[src/rtl/fifo_serial_tx_pkg.sv]
// Shared definitions for the FiFo drain-side serial transmitter:
// FSM state encodings and a width helper for counters.
package fifo_serial_tx_pkg;

    typedef enum logic [1:0] {
        ST_IDLE  = 2'd0,
        ST_START = 2'd1,
        ST_DATA  = 2'd2,
        ST_STOP  = 2'd3
    } state_t;

    // Number of bits needed to count 0..n-1, never less than one bit.
    function automatic int clog2_min1(input int n);
        int r;
        r = 0;
        while ((1 << r) < n) r++;
        return (r < 1) ? 1 : r;
    endfunction

endpackage

[src/rtl/fifo_serial_tx_baud_counter.sv]
// Modulo-BAUD_DIV counter that paces serial bit periods; tick marks the last
// cycle of each bit period.
module baud_counter
    import fifo_serial_tx_pkg::*;
#(
    parameter int BAUD_DIV = 4,
    localparam int CW = clog2_min1(BAUD_DIV)
) (
    input  logic          i_clk,
    input  logic          i_rst_n,
    input  logic          i_clear,
    output logic          o_tick,
    output logic [CW-1:0] o_count
);

    localparam logic [CW-1:0] LAST = CW'(BAUD_DIV - 1);

    logic [CW-1:0] r_count;
    logic          w_tick;

    assign w_tick  = (r_count == LAST);
    assign o_tick  = w_tick;
    assign o_count = r_count;

    always_ff @(posedge i_clk or negedge i_rst_n) begin
        if (!i_rst_n) begin
            r_count <= '0;
        end else if (i_clear || w_tick) begin
            r_count <= '0;
        end else begin
            r_count <= r_count + 1'b1;
        end
    end

endmodule

[src/rtl/fifo_serial_tx.sv]
// Drains a show-ahead FiFo and sends each word as a UART-style frame:
// start bit (0), data LSB first, stop bit (1). Line idles high.
//
// state | meaning
// IDLE  | line high; pop when enabled and FiFo not empty
// START | start bit (tx=0) for one bit period
// DATA  | data bits, LSB first, one bit period each
// STOP  | stop bit (tx=1); done pulses in its last cycle
module fifo_serial_tx
    import fifo_serial_tx_pkg::*;
#(
    parameter int DATA_WIDTH = 2,
    parameter int BAUD_DIV   = 4
) (
    input  logic                  i_clk,
    input  logic                  i_reset,
    input  logic                  i_enable,
    input  logic [DATA_WIDTH-1:0] i_din,
    input  logic                  i_empty,
    output logic                  o_pop,
    output logic                  o_tx,
    output logic                  o_busy,
    output logic                  o_done
);

    localparam int CW = clog2_min1(BAUD_DIV);
    localparam int IW = clog2_min1(DATA_WIDTH);
    localparam logic [IW-1:0] LAST_BIT = IW'(DATA_WIDTH - 1);
    localparam logic [CW-1:0] PRE_LAST = CW'((BAUD_DIV > 1) ? (BAUD_DIV - 2) : 0);

    state_t                r_state;
    logic [DATA_WIDTH-1:0] r_shift;
    logic [IW-1:0]         r_idx;
    logic                  r_tx;
    logic                  r_busy;
    logic                  r_done;

    logic                  w_pop;
    logic                  w_tick;
    logic [CW-1:0]         w_count;
    logic                  w_pre_last;

    // Gated by reset so the strobe cannot leak out while the block is held in reset.
    assign w_pop = i_reset && (r_state == ST_IDLE) && i_enable && !i_empty;

    assign w_pre_last = (BAUD_DIV > 1) && (w_count == PRE_LAST);

    baud_counter #(
        .BAUD_DIV (BAUD_DIV)
    ) u_baud (
        .i_clk   (i_clk),
        .i_rst_n (i_reset),
        .i_clear (r_state == ST_IDLE),
        .o_tick  (w_tick),
        .o_count (w_count)
    );

    always_ff @(posedge i_clk or negedge i_reset) begin
        if (!i_reset) begin
            r_state <= ST_IDLE;
            r_shift <= '0;
            r_idx   <= '0;
            r_tx    <= 1'b1;
            r_busy  <= 1'b0;
            r_done  <= 1'b0;
        end else begin
            case (r_state)
                ST_IDLE: begin
                    r_done <= 1'b0;
                    if (w_pop) begin
                        r_shift <= i_din;
                        r_state <= ST_START;
                        r_tx    <= 1'b0;
                        r_busy  <= 1'b1;
                    end
                end
                ST_START: begin
                    if (w_tick) begin
                        r_state <= ST_DATA;
                        r_idx   <= '0;
                        r_tx    <= r_shift[0];
                        r_shift <= r_shift >> 1;
                    end
                end
                ST_DATA: begin
                    if (w_tick) begin
                        if (r_idx == LAST_BIT) begin
                            r_state <= ST_STOP;
                            r_tx    <= 1'b1;
                            // With one cycle per bit the stop bit is also its own last cycle.
                            r_done  <= (BAUD_DIV == 1);
                        end else begin
                            r_idx   <= r_idx + 1'b1;
                            r_tx    <= r_shift[0];
                            r_shift <= r_shift >> 1;
                        end
                    end
                end
                ST_STOP: begin
                    if (w_tick) begin
                        r_state <= ST_IDLE;
                        r_busy  <= 1'b0;
                        r_done  <= 1'b0;
                    end else begin
                        r_done  <= w_pre_last;
                    end
                end
                default: begin
                    r_state <= ST_IDLE;
                    r_tx    <= 1'b1;
                    r_busy  <= 1'b0;
                    r_done  <= 1'b0;
                end
            endcase
        end
    end

    assign o_pop  = w_pop;
    assign o_tx   = r_tx;
    assign o_busy = r_busy;
    assign o_done = r_done;

endmodule
[config.mk]
export PLATFORM = sky130hd
export DESIGN_NAME = fifo_serial_tx
export DESIGN_NICKNAME = d
export VERILOG_FILES = /design/src/rtl/fifo_serial_tx_pkg.sv /design/src/rtl/fifo_serial_tx_baud_counter.sv /design/src/rtl/fifo_serial_tx.sv
export SDC_FILE = /design/constraint.sdc
export NUM_CORES = 1
export LEC_CHECK = 0
export BUFFER_PORTS_ARGS = -buffer_cell sky130_fd_sc_hd__buf_2
export CAP_MARGIN = 20
export CORE_MARGIN = 4
export CORE_UTILIZATION = 45
export DETAILED_ROUTE_END_ITERATION = 10
export GPL_ROUTABILITY_DRIVEN = 0
export PLACE_DENSITY = 0.66
export SLEW_MARGIN = 20
export SYNTH_ARGS = -nofsm -noshare
export SYNTH_HDL_FRONTEND = slang
export SYNTH_SLANG_ARGS = --single-unit
[constraint.sdc]
create_clock -name i_clk -period 2.3 [get_ports i_clk]
set_input_delay 0.23 -clock i_clk [delete_from_list [all_inputs] [get_ports i_clk]]
set_output_delay 0.23 -clock i_clk [all_outputs]
set_load 0.05 [all_outputs]
== Word level (Yosys, flattened, before mapping) ==
Cells that the tools add are included.
Word-level totals
  output and inout bits: 4
  latch bits: 0
  logic and storage cells: 63
  bits in writable memories: 0
  input bits: 6
  register bits after elaboration: 10
  bits in read-only memories: 0
  memories: 0
Cells by class
  div/mod/pow operators: 0
  shift operators: 0
  equal/unequal tests: 11
  $mul: 0
  reductions and logical operators: 16
  bitwise operators: 0
  order comparisons: 0
  $add $sub $neg: 2
  multiplexer cells: 27
Operator list (count)
  two-way mux 2 bit: 10
  two-way mux 1 bit: 11
  AND reduction 5 bit: 2
  AND reduction 3 bit: 3
  equality test 2 bit, second input constant: 4
  case mux 2 bit (4 select lines): 1
  inequality test 2 x 1 -> 1 bit, second input constant: 3
  inequality test 2 bit, second input constant: 3
  case mux 1 bit (3 select lines): 2
  case mux 2 bit (3 select lines): 1
  nonzero test 3 bit: 2
  case mux 1 bit (2 select lines): 2
  AND reduction 4 bit: 1
  nonzero test 2 bit: 2
  logical AND 1 bit: 3
  adder 2 x 1 -> 2 bit, second input constant: 1
  equality test 2 x 1 -> 1 bit, second input constant: 1
  logical NOT 2 bit: 1
  adder 1 bit, second input constant: 1
  logical NOT 1 bit: 1
  logical OR 1 bit: 1

== Depth between registers and ports, before layout ==
Gate-level depths: netlist of run 1.
  depth after elaboration: 6
  gate-level depth with buffers: 7
  depth with buffers taken out: 6

== Hierarchy ==
From an unflattened synthesis of run 1, not the netlist that was laid out.
Second synthesis, totals
  cells, all modules: 50
  area total of the unflattened synthesis: 620.6 um^2
By module, submodules not included
  fifo_serial_tx: cells an instance 45, sequential area each 201.4 um^2, area each 535.5 um^2, instances 1
  baud_counter: cells an instance 5, sequential area each 50.0 um^2, area each 85.1 um^2, instances 1

== Worst setup path after synthesis of run 1 ==
OpenSTA, ideal clock, no wires.
  path kind: register to register
  start point: reg r_state[0]
  end point: reg r_shift[0]
  clock period less this slack: 1638 ps
  path slack: 662 ps
  setup time: 128 ps
  path buffers: 1
  data required time: 2172 ps
  arrival: 1510 ps
  cell stages (with the launch flop): 7
  cell sequence: dfrtp_1 > inv_1 > ha_1 > buf_6 > nand4b_4 > a211oi_2 > mux2_1
On the way
  word-level cells in the longest chain between the ends: 6
  elaborated cells on any way between the ends: 13
  classes of those cells: eq/ne: 6; mux: 1; reduce/logical: 6
RTL lines
  start, declared: RTL line fifo_serial_tx.sv:31  | state_t r_state;
  start signal, assigned: RTL line fifo_serial_tx.sv:60  | r_state <= ST_IDLE;
  start signal, assigned: RTL line fifo_serial_tx.sv:72  | r_state <= ST_START;
  start signal, assigned: RTL line fifo_serial_tx.sv:79  | r_state <= ST_DATA;
  logical NOT 2 bit: RTL line fifo_serial_tx.sv:44, fifo_serial_tx.sv:67
  logical AND 1 bit (3 in series): RTL line fifo_serial_tx.sv:44  | assign w_pop = i_reset && (r_state == ST_IDLE) && i_enable && !i_empty;
  inequality test 2 bit (no source line)
  AND reduction 5 bit (no source line)
  end signal, assigned: RTL line fifo_serial_tx.sv:71  | r_shift <= i_din;
  end signal, assigned: RTL line fifo_serial_tx.sv:82  | r_shift <= r_shift >> 1;
  end signal, assigned: RTL line fifo_serial_tx.sv:95  | r_shift <= r_shift >> 1;
  end, declared: RTL line fifo_serial_tx.sv:32  | logic [DATA_WIDTH-1:0] r_shift;
Several ways; a longest one is shown, not always the timed one.
A chain may end at the register's enable or synchronous reset.

== Worst setup path in the final report of run 1 ==
  start point: reg r_state[0]
  end point: out o_pop
On the way
  word-level cells in the longest chain between the ends: 4
RTL lines
  logical NOT 2 bit: RTL line fifo_serial_tx.sv:44
  logical AND 1 bit (3 in series): RTL line fifo_serial_tx.sv:44
  end, declared: RTL line fifo_serial_tx.sv:20  | output logic o_pop,
No other way between the ends.

==> summary.md, run 1 <==
| Metric | Value |
|---|---|
| Outcome | `finished clean` |
| Fillers | `127` |
| Setup WS pre-CTS | `0.405 ns` |
| Die area | `0.00203 mm²` |
| CP cell instances | `inv_1 > ha_1 > nand4b_4 > inv_1 > buf_2` |
| Area of the core | `0.00130 mm²` |
| Cells after synthesis | `53` |
| Clock sink count | `10` |
| Peak VDD IR | `0.000829 V` |
| Clk pin slew, worst setup/hold paths | `0.07 ns` |
| Crit path max fanout | `8` |
| Pleak | `0.368 nW` |
| Die Wd | `45.0 µm` |
| Most used cell along the critical path | `inv_1` |
| Fmax | `508 MHz` |
| Layout cell share with drive strength beyond 1 | `0.303` |
| Worst Max-Slew Pin Slew | `0.380 ns` |
| First-pass GRT wire length | `1.80 mm` |
| Buffering stage count on the worst path with inverters included | `3` |
| Finish-stage setup viols | `0` |
| Port bufs | `9` |
| Vias in the first global route | `419` |
| Drt first pass iters | `4` |
| Main area contributors after synthesis | `dfrtp_1, ha_1, mux2_1` |
| CP startpoint kind | `flip-flop` |
| Arr. time, crit path | `1.74 ns` |
| Congestion Overflow GR | `0` |
| CP max stage delay | `0.43 ns` |
| Post-synth top area cell | `dfrtp_1` |
| Net Count, Synth | `66` |
| Clock Latency Late Sink | `0.27 ns` |
| # rows | `13` |
| Min cycle time layout | `1.97 ns` |
| CTS max path bufs | `2` |
| Final Hold Violating Endpoints | `0` |
| Power per cell area | `1470 mW/mm²` |
| Root Buffer | `clkbuf_4` |
| Setup TNS Final | `0 ns` |
| Routed wire length | `1.07 mm` |
| Synth Warn # | `0` |
| Post-route DRC | `0` |
| Post-place instance area | `669 µm²` |
| CTS tree | `yes` |
| CP Data Required Time | `2.07 ns` |
| Largest net degree at the start of global routing | `12` |
| # diodes | `0` |
| Mapped Area | `617 µm²` |
| Post-layout nets | `80` |
| Rel. slew slack | `0.747` |
| Total CTS buffers | `3` |
| 1st-iter DRT viols | `5` |
| Hpwl dp | `806 µm` |
| Fin. max-slew vios | `0` |
| Synth Area per Inst | `11.6 µm²` |
| MaxCap Viol Count | `0` |
| Max stage delay cell, worst path | `dfrtp_1` |
| Pwr Total | `0.00105 W` |
| Via count | `419` |
| Design Area, Final | `716 µm²` |
| Top cell type's share of synthesized area | `0.365` |
| GRT Total Usage | `0.126` |
| FF+latch count, synth | `10` |
| Post-route setup slack | `0.331 ns` |
| Seq/Total Area, Yosys | `0.408` |
| Hold Crit Class | `primary input to flip-flop` |
| Critical path endpoint category | `primary output` |
| Largest delay contributor family on the critical path | `buffers and inverters` |
| CTS H-tree depth | `1` |
| Ratio of final minimum period to clock period | `0.856` |
| Final ANT Viol Nets | `0` |
| Synth-to-Final Area Change | `16.0%` |
| Postcts setup bufs | `0` |
| Initial antenna violation count | `0` |
| Vias per cell | `5.17` |
| RSZ-0062 raised after global routing | `false` |
| Wirelength per Cell | `13.2 µm` |
| Worst Skew | `0.00302 ns` |
| Crit path kind | `flip-flop to primary output` |
| Top-level I/O count | `10` |
| Die height | `45.0 µm` |
| Starting Density | `0.474` |
| Yosys cell types | `23` |
-- routing by layer --
metal / vias to the layer above / GRT usage / wire [µm]
li1: 214 / - / -
met1: 189 / 0.165 / 491
met2: 12 / 0.178 / 489
met3: 4 / 0.0717 / 76
met4: 0 / 0.0351 / 13
met5: - / 0 / 0
-- cells in the mapped netlist (all sizes together) --
cell type  instances
a211oi             3
a21boi             2
a21o               1
a21oi              2
a31oi              2
buf                1
dfrtp              9
dfstp              1
ha                 7
inv                6
mux2               5
nand2              3
nand2b             1
nand4b             1
nor2b              1
nor3               2
o21ai              2
o21ba              2
o31ai              1
o32a               1
-- area by class of cell --
| cell class | instances | area (µm²) | share of cell area |
|---|---|---|---|
| Multi-Input combinational cell | 36 | 332 | 0.463 |
| Sequential cell | 10 | 251 | 0.351 |
| Timing Repair Buffer | 10 | 55.1 | 0.0769 |
| Clock buffer | 4 | 36.3 | 0.0507 |
| Inverter | 6 | 22.5 | 0.0315 |
| Tap cell | 15 | 18.8 | 0.0262 |
-- through the flow --
step | cells | hold slack, ns | util
floorplan | 53 | -0.0656 | -
global placement | 76 | 0.126 | 0.514
detailed placement | 76 | 0.125 | 0.514
CTS | 81 | 0.294 | 0.550
global route | 81 | 0.310 | 0.550
finish | 81 | 0.292 | 0.550
-- repair_timing --
action | in CTS | in global routing
resized for setup | 0 | 0
hold buffers | 1 | 0
hold endpoints to repair | 9 | 0
-- worst reg2reg max path, cell delays in order, from the launching register on --
cell      delay (ns)
dfrtp_1         0.43
inv_1           0.10
ha_1            0.39
nand4b_4        0.19
a211oi_2        0.31
mux2_1          0.35
-- registers in the layout (all words and copies together) (netlist names) --
signal / cells
r_shift: 2
r_state: 2
u_baud.o_count: 2
o_busy: 1
o_done: 1
o_tx: 1
r_idx: 1
-- layout by cell type, fill, tap and decap left out, types with 2 or more instances in the layout --
cell type	instances
buf_2	9
dfrtp_1	9
ha_1	7
inv_1	6
mux2_1	4
nand2_1	3
a211oi_2	3
clkbuf_4	3
nor3_1	2
a21oi_1	2
a31oi_1	2
o21ai_0	2
-- cell families after synthesis --
| family | count (synthesis) | share of synthesized area |
|---|---|---|
| AO/OA/AOI/OAI | 16 | 0.211 |
| adder cells (fa/ha/maj) | 7 | 0.142 |
| buffers and inverters | 7 | 0.0548 |
| flip-flops | 10 | 0.408 |
| multiplexers | 5 | 0.0913 |
| AND/OR/NAND/NOR | 8 | 0.0933 |
-- final timing paths --
path	cells after the start	to	startpoint	slack, ns
max	5	o_pop	r_state[0]	0.33
min	3	r_shift[1]	i_din[1]	0.29
max reg2reg	5	r_shift[1]	r_state[0]	0.41
min reg2reg	1	u_baud.o_count[0]	u_baud.o_count[0]	0.49
max in group asynchronous	2	o_tx	i_reset	1.66
min in group asynchronous	2	r_state[0]	i_reset	0.36
-- report_power, final --
| part | leakage [nW] | internal (W) | switching [W] |
|---|---|---|---|
| sequential | 0.123 | 0.000254 | 0.0000512 |
| combinational | 0.224 | 0.000257 | 0.000328 |
| clock | 0.0210 | 0.0000962 | 0.0000654 |
No activity file was read; power rests on OpenSTA's default activity.
==> inputs of run 2 (changes only) <==
CORE_AREA = 4 4 41 43   (was default)
CORE_MARGIN = default   (was 4)
CORE_UTILIZATION = default   (was 45)
CTS_CLUSTER_DIAMETER = 50   (was default)
DIE_AREA = 0 0 45 47   (was default)
PLACE_DENSITY = 0.67   (was 0.66)
==> summary.md, run 2 (synthesis results as in run 1) <==
| Metric | Value |
|---|---|
| Drt first pass iters | `2 (was 4)` |
| GRT Total Usage | `0.134 (was 0.126)` |
| CTS tree | `yes (unchanged)` |
| Hold Crit Class | `primary input to flip-flop (unchanged)` |
| CTS Hold Bufs | `1 (unchanged)` |
| Clock Latency Late Sink | `0.27 ns (about the same)` |
| # diodes | `0 (unchanged)` |
| Clock sink count | `10 (unchanged)` |
| Initial antenna violation count | `0 (unchanged)` |
| Critical path endpoint category | `primary output (unchanged)` |
| Routed length on met3 | `47 µm (was 76 µm)` |
| Vias per cell | `5.48 (was 5.17)` |
| Setup TNS Final | `0 ns (unchanged)` |
| Layout cell share with drive strength beyond 1 | `0.303 (unchanged)` |
| Hold_ws | `0.300 ns (was 0.292 ns)` |
| Clk pin slew, worst setup/hold paths | `0.07 ns (about the same)` |
| Port bufs | `9 (unchanged)` |
| Postcts setup bufs | `0 (unchanged)` |
| Peak VDD IR | `0.000598 V (was 0.000829 V)` |
| Root Buffer | `clkbuf_4 (unchanged)` |
| Total CTS buffers | `3 (unchanged)` |
| # rows | `13 (unchanged)` |
| Fillers | `125 (was 127)` |
| CTS H-tree depth | `1 (unchanged)` |
| Power per cell area | `1470 mW/mm² (about the same)` |
| Fmax | `498 MHz (was 508 MHz)` |
| WHS Path Cells | `3 (unchanged)` |
| Top-level I/O count | `10 (unchanged)` |
| Die area | `0.00212 mm² (was 0.00203 mm²)` |
| Die Wd | `45 µm (was 45.0 µm)` |
| Worst Max-Slew Pin Slew | `0.419 ns (was 0.380 ns)` |
| Worst Skew | `0.00430 ns (was 0.00302 ns)` |
| Synth-to-Final Area Change | `16.0% (unchanged)` |
| CP Data Required Time | `2.07 ns (about the same)` |
| Rel. slew slack | `0.721 (was 0.747)` |
| Post-layout nets | `80 (unchanged)` |
| Post_cts resized | `0 (unchanged)` |
| Min cycle time layout | `2.01 ns (was 1.97 ns)` |
| Congestion Overflow GR | `0 (unchanged)` |
| Routed wire length | `1.09 mm (was 1.07 mm)` |
| CTS max path bufs | `2 (unchanged)` |
| First-pass GRT wire length | `1.91 mm (was 1.80 mm)` |
| Post-Route M1 WL | `489 µm (was 491 µm)` |
| Crit path max fanout | `8 (unchanged)` |
| Post-route DRC | `0 (unchanged)` |
| Vias in the first global route | `427 (was 419)` |
| DR top layer | `met4 (unchanged)` |
| Final ANT Viol Nets | `0 (unchanged)` |
| Via count | `444 (was 419)` |
| Fin. max-slew vios | `0 (unchanged)` |
| 1st-iter DRT viols | `4 (was 5)` |
| Largest net degree at the start of global routing | `12 (unchanged)` |
| Ratio of final minimum period to clock period | `0.873 (was 0.856)` |
| Starting Density | `0.474 (unchanged)` |
| R2R setup slack | `0.38 ns (was 0.41 ns)` |
| Arr. time, crit path | `1.78 ns (was 1.74 ns)` |
| Hpwl dp | `840 µm (was 806 µm)` |
| CP startpoint kind | `flip-flop (unchanged)` |
| Final Hold Violating Endpoints | `0 (unchanged)` |
| Pleak | `0.368 nW (unchanged)` |
| Met2 wire length | `539 µm (was 489 µm)` |
| Die height | `47 µm (was 45.0 µm)` |
| Outcome | `finished clean (unchanged)` |
| Crit path kind | `flip-flop to primary output (unchanged)` |
| Most frequent cells in the layout | `buf_2, dfrtp_1, ha_1, inv_1, mux2_1 (unchanged)` |
| Path depth of the worst reg2reg path | `5 (unchanged)` |
| Finish-stage setup viols | `0 (unchanged)` |
| Area of the core | `0.00130 mm² (unchanged)` |
| MaxCap Viol Count | `0 (unchanged)` |
| RSZ-0062 raised after global routing | `false (unchanged)` |
| Wirelength per Cell | `13.4 µm (was 13.2 µm)` |
run 2: critical path: stages, from the launching register on:
cell and delay, ns:
dfrtp_1 0.43, inv_1 0.10, ha_1 0.42, nand4b_4 0.19, inv_1 0.11, buf_2 0.26
run 2: metrics by stage:
stage	power (W)	setup WS [ns]	util	cell area, µm²	cells
CTS	0.00107	0.272	0.550	716	81
global placement	0.000893	0.434	0.514	669	76
detailed placement	0.000900	0.373	0.514	669	76
floorplan	0.000800	0.662	-	617	53
finish	0.00105	0.292	0.550	716	81
global route	0.00115	0.179	0.550	716	81
run 2: area by class of cell:
cell class | count | area, µm² | share of cell area
clock buffer | 4 | 36.3 | 0.0507
inverter | 6 | 22.5 | 0.0315
timing repair buffer | 10 | 55.1 | 0.0769
multi-input combinational | 36 | 332 | 0.463
tap | 15 | 18.8 | 0.0262
sequential | 10 | 251 | 0.351
run 2: layer usage:
layer | GRT usage | vias up
met5 | 0 | -
met1 | 0.164 | 214
met4 | 0.0877 | 0
li1 | - | 218
met2 | 0.192 | 10
met3 | 0.0575 | 2
run 2: power breakdown:
group	switching [W]	leakage [nW]	internal [W]
clock	0.0000649	0.0210	0.0000961
sequential	0.0000514	0.123	0.000254
combinational	0.000330	0.224	0.000256
run 2: path summary, 6_finish.rpt:
check | startpoint | endpoint
max | r_state[0] | o_pop
min reg2reg | u_baud.o_count[0] | u_baud.o_count[0]
min | i_din[0] | r_shift[0]
max reg2reg | r_state[0] | r_shift[1]
min in group asynchronous | i_reset | o_busy
max in group asynchronous | i_reset | o_tx
